## src/rtl/tcdm_bank_arbiter.sv

```systemverilog
// Round-robin arbiter merging NumIn master ports onto one single-cycle TCDM bank.
// Responses return to the granted master exactly one cycle after its grant.
module tcdm_bank_arbiter #(
   parameter int unsigned NumIn     = 4,
   parameter int unsigned AddrWidth = 32,
   parameter int unsigned DataWidth = 32
) (
   input  logic                           clk_i,
   input  logic                           rst_ni,
   input  logic [NumIn-1:0]               in_req_i,
   input  logic [NumIn*AddrWidth-1:0]     in_addr_i,
   input  logic [NumIn-1:0]               in_wen_i,
   input  logic [NumIn*DataWidth-1:0]     in_wdata_i,
   input  logic [NumIn*DataWidth/8-1:0]   in_be_i,
   output logic [NumIn-1:0]               in_gnt_o,
   output logic [NumIn-1:0]               in_vld_o,
   output logic [NumIn*DataWidth-1:0]     in_rdata_o,
   output logic                           bank_req_o,
   output logic [AddrWidth-1:0]           bank_addr_o,
   output logic                           bank_wen_o,
   output logic [DataWidth-1:0]           bank_wdata_o,
   output logic [DataWidth/8-1:0]         bank_be_o,
   input  logic [DataWidth-1:0]           bank_rdata_i
);

   localparam int unsigned BeWidth = DataWidth / 8;
   localparam int unsigned IdxW    = $clog2(NumIn);

   logic [IdxW-1:0] r_rr_ptr;
   logic [IdxW-1:0] r_resp_idx;
   logic            r_resp_vld;

   logic [IdxW-1:0] w_win;
   logic [IdxW-1:0] w_ptr_nxt;
   logic            w_found;
   int unsigned     w_j;

   // Scan from the pointer, wrapping; the first requester wins.
   always_comb begin
      w_found      = 1'b0;
      w_win        = '0;
      w_j          = 0;
      in_gnt_o     = '0;
      bank_addr_o  = '0;
      bank_wen_o   = 1'b0;
      bank_wdata_o = '0;
      bank_be_o    = '0;
      for (int unsigned k = 0; k < NumIn; k++) begin
         w_j = (32'(r_rr_ptr) + k) % NumIn;
         if (!w_found && in_req_i[w_j]) begin
            w_found      = 1'b1;
            w_win        = w_j[IdxW-1:0];
            in_gnt_o[w_j] = 1'b1;
            bank_addr_o  = in_addr_i[w_j*AddrWidth +: AddrWidth];
            bank_wen_o   = in_wen_i[w_j];
            bank_wdata_o = in_wdata_i[w_j*DataWidth +: DataWidth];
            bank_be_o    = in_be_i[w_j*BeWidth +: BeWidth];
         end
      end
   end

   assign bank_req_o = |in_req_i;

   assign w_ptr_nxt = (w_win == IdxW'(NumIn - 1)) ? '0 : w_win + 1'b1;

   always_ff @(posedge clk_i or negedge rst_ni) begin
      if (!rst_ni) begin
         r_rr_ptr   <= '0;
         r_resp_vld <= 1'b0;
         r_resp_idx <= '0;
      end else begin
         r_resp_vld <= w_found;
         if (w_found) begin
            r_rr_ptr   <= w_ptr_nxt;
            r_resp_idx <= w_win;
         end
      end
   end

   always_comb begin
      in_vld_o             = '0;
      in_vld_o[r_resp_idx] = r_resp_vld;
   end

   assign in_rdata_o = {NumIn{bank_rdata_i}};

   a_gnt_onehot : assert property (@(posedge clk_i) disable iff (!rst_ni)
      $onehot0(in_gnt_o));
   a_vld_onehot : assert property (@(posedge clk_i) disable iff (!rst_ni)
      $onehot0(in_vld_o));
   a_req_gnt : assert property (@(posedge clk_i) disable iff (!rst_ni)
      bank_req_o == (|in_gnt_o));

endmodule
```

## config.mk

```make
export PLATFORM = sky130hd
export DESIGN_NAME = tcdm_bank_arbiter
export DESIGN_NICKNAME = d
export VERILOG_FILES = /design/src/rtl/tcdm_bank_arbiter.sv
export SDC_FILE = /design/constraint.sdc
export NUM_CORES = 1
export LEC_CHECK = 0
export ABC_AREA = 1
export BUFFER_PORTS_ARGS = -buffer_cell sky130_fd_sc_hd__buf_2
export CAP_MARGIN = 10
export CORE_AREA = 10 10 195 197
export CTS_CLUSTER_SIZE = 16
export DETAILED_ROUTE_END_ITERATION = 6
export DIE_AREA = 0 0 205 207
export PLACE_DENSITY_LB_ADDON = 0.3
export SYNTH_ARGS = -nofsm -noshare
export SYNTH_HDL_FRONTEND = slang
export SYNTH_SLANG_ARGS = --single-unit
export TNS_END_PERCENT = 50
```

## constraint.sdc

```tcl
create_clock -name clk_i -period 3.2 [get_ports clk_i]
set_clock_uncertainty 0.05 [all_clocks]
set_input_delay 0.16 -clock clk_i [delete_from_list [all_inputs] [get_ports clk_i]]
set_output_delay 0.16 -clock clk_i [all_outputs]
set_load 0.02 [all_outputs]
```

==> impl_metrics.toml <==
[outcome]
status = "complete, no violations"

[placed_design]
io_buffers = 359
detailed_place_hpwl_um = 28300
gpl.final_weighted_congestion = 0.844
dpl.cell_count = 2041

[worst_setup_path]
path_max_fanout = 58
rrSetupSlack_ps = 670
path_cells = "inv_4 > buf_4 > buf_6 > o21ai_0 > mux2i_1 > a22oi_1 > nand3_1 > buf_2"
endpoint_kind = "output port"
path_class = "flop to output port"
start_kind = "flop"
required_ps = 2990
cp_slowest_stage_delay_ps = 540
critical_path_buf_inv_count = 4
cpMaxStageDelayCell = "dfrtp_4"
arrival_ps = 2790
path_delay_family = "buffers and inverters"

[final_layout]
final_common_cell = "buf_2"
nFillCells = 3767
nets = 1911
stdcell_count = 2047
final_layout_size_suffix_gt1_share_pct = 33.5
seqCellArea_um2 = 133
syn_to_final_growth_pct = 13.1
multiInputGateArea_um2 = 7390
mostFrequentLayoutCells = "359 x buf_2, 276 x mux2i_1, 165 x nand2_1"

[grt]
grt-ovfl-total = 0
grt_pass1_wl_um = 59900
grt_pass1_vias = 10785
antenna_found_initial = 3
grt_usage_pct = 17.0
grt_start_max_net_pins = 282

[route]
drt_iter0_drc = 646
vias = 10836
finalWirelength_um = 39100
drc_errors = 0
drtPass1Iterations = 5
drtAntennaViolNets = 0
vias_per_cell = 5.29
wl_per_cell_um = 19.1

[sta]
slew_headroom_pct = 17.6
finalSetupViolations = 0
grt_setup_unrepaired = "false"
slew_viol_final = 0
tns_ps = 0
fin_crit_sh_pct = 93.9
max_freq_mhz = 333
period_needed_ps = 3000
final-hold-violation-count = 0
worst_pin_slew_ps = 1240

[clock_network]
post_cts_buffers = 0
path_clk_slew_ps = 30
cts_tree = "done"
clk_latency_ps = 230
htreeDepth = 1
cts_root_buf = "clkbuf_16"
clock-sinks = 5
clock_path_buffers = 2
cts_buffers = 3

[floorplan]
coreArea_um2 = 34100
rows = 68
die_w_um = 205
dieArea_um2 = 42400
die_y_um = 207
initial_core_util_pct = 27.4
top_level_ports = 520

[yosys]
synth_top_cells_by_area = "mux2i_1 30%, buf_4 10%, or2_2 9.2%"
syn_nets = 1785
postSynthCellCount = 1466
syn_area_per_cell_um2 = 6.38
yosys_warnings = 0
synth_top_cell_by_area = "mux2i_1"
seq_area_frac_synth_pct = 1.34
async_flop_share_pct = 100
dominantRegCellSynth = "dfrtp_1"
synth_cell_types = 27
synth_area_um2 = 9350
ys_ff_latch = 5
netlist.area_leader.share_pct = 29.6
synth-edff-count = 0

[flow_run]
timing.max_cap.violations = 0

[hold_path]
hold_class = "input pin to output port"

[power_and_ir_drop]
leakage_nw = 5.34
ir_worst_vdd_v = 0.00141
power.density_nw_per_um2 = 1450
## cell families after synthesis
family          synth area share (%)
simple gates                    25.2
compound gates                  23.1
buf+inv                         20.1
mux                             29.6
fa+ha+maj                      0.669
flops                           1.34
## cell usage after synthesis (5+ instances only)
library cell  instances
o21ai_1              66
nand2_1             168
o21ai_0             147
clkbuf_1             79
inv_1                82
nand4_1               5
buf_6                 8
or2_2               138
mux2i_1             276
nand3_1             154
a22oi_1              70
o211ai_1             69
inv_2                 6
buf_1                11
buf_4               129
dfrtp_1               5
buf_2                30
ha_1                  5
## cell type report
cell class / instances / area share, %
clock buffers: 4 / 0.746
inverters: 88 / 3.20
multi-input cells: 1116 / 69.9
repair buffers: 378 / 19.5
flip-flops and latches: 5 / 1.25
diodes: 1 / 0.0237
well taps: 455 / 5.39
## through the flow
stage                     setup WS, ps  cell area, um^2  hold WS (ps)  power, mW  utilization (%)
final                              196            10600           270       15.4             31.0
after global routing              8.65            10600           270       16.7             31.0
after CTS                         82.3            10500           270       15.4             30.9
after detailed placement           217            10400         -69.4       15.2             30.6
after global placement             282            10400         -65.3       15.1             30.6
after floorplan                    321             9350          -186       11.1                -
## power by group
part / total (mW) / internal [mW] / switching (mW)
clock: 0.208 / 0.165 / 0.0423
sequential: 0.162 / 0.111 / 0.0512
combinational: 15.0 / 5.30 / 9.69
## what timing repair did
item	CTS	global route
hold buffers	1	0
endpoints found under the setup margin	1	54
hold endpoints to repair	5	0
pin swaps	0	0
gates resized for setup	1	7
## routing by layer
metal	routed length (um)	vias up	global-route usage, %
met4	956	4	5.43
met1	15800	5042	19.7
met5	28	-	0
met3	2810	69	3.06
li1	-	5284	-
met2	19500	437	30.4
## path summary, 6_finish.rpt
path                                      start             end  cells past startpoint
worst min-delay path            bank_rdata_i[3]  in_rdata_o[35]                      0
max in group asynchronous                rst_ni       async pin                      2
worst max-delay path                       flop  bank_addr_o[3]                      8
worst max register to register             flop   r_resp_idx[0]                     10
min in group asynchronous                rst_ni   r_resp_idx[0]                      2
worst min register to register    r_resp_idx[1]   r_resp_idx[1]                      2
Power figures use the tool's default switching activity.
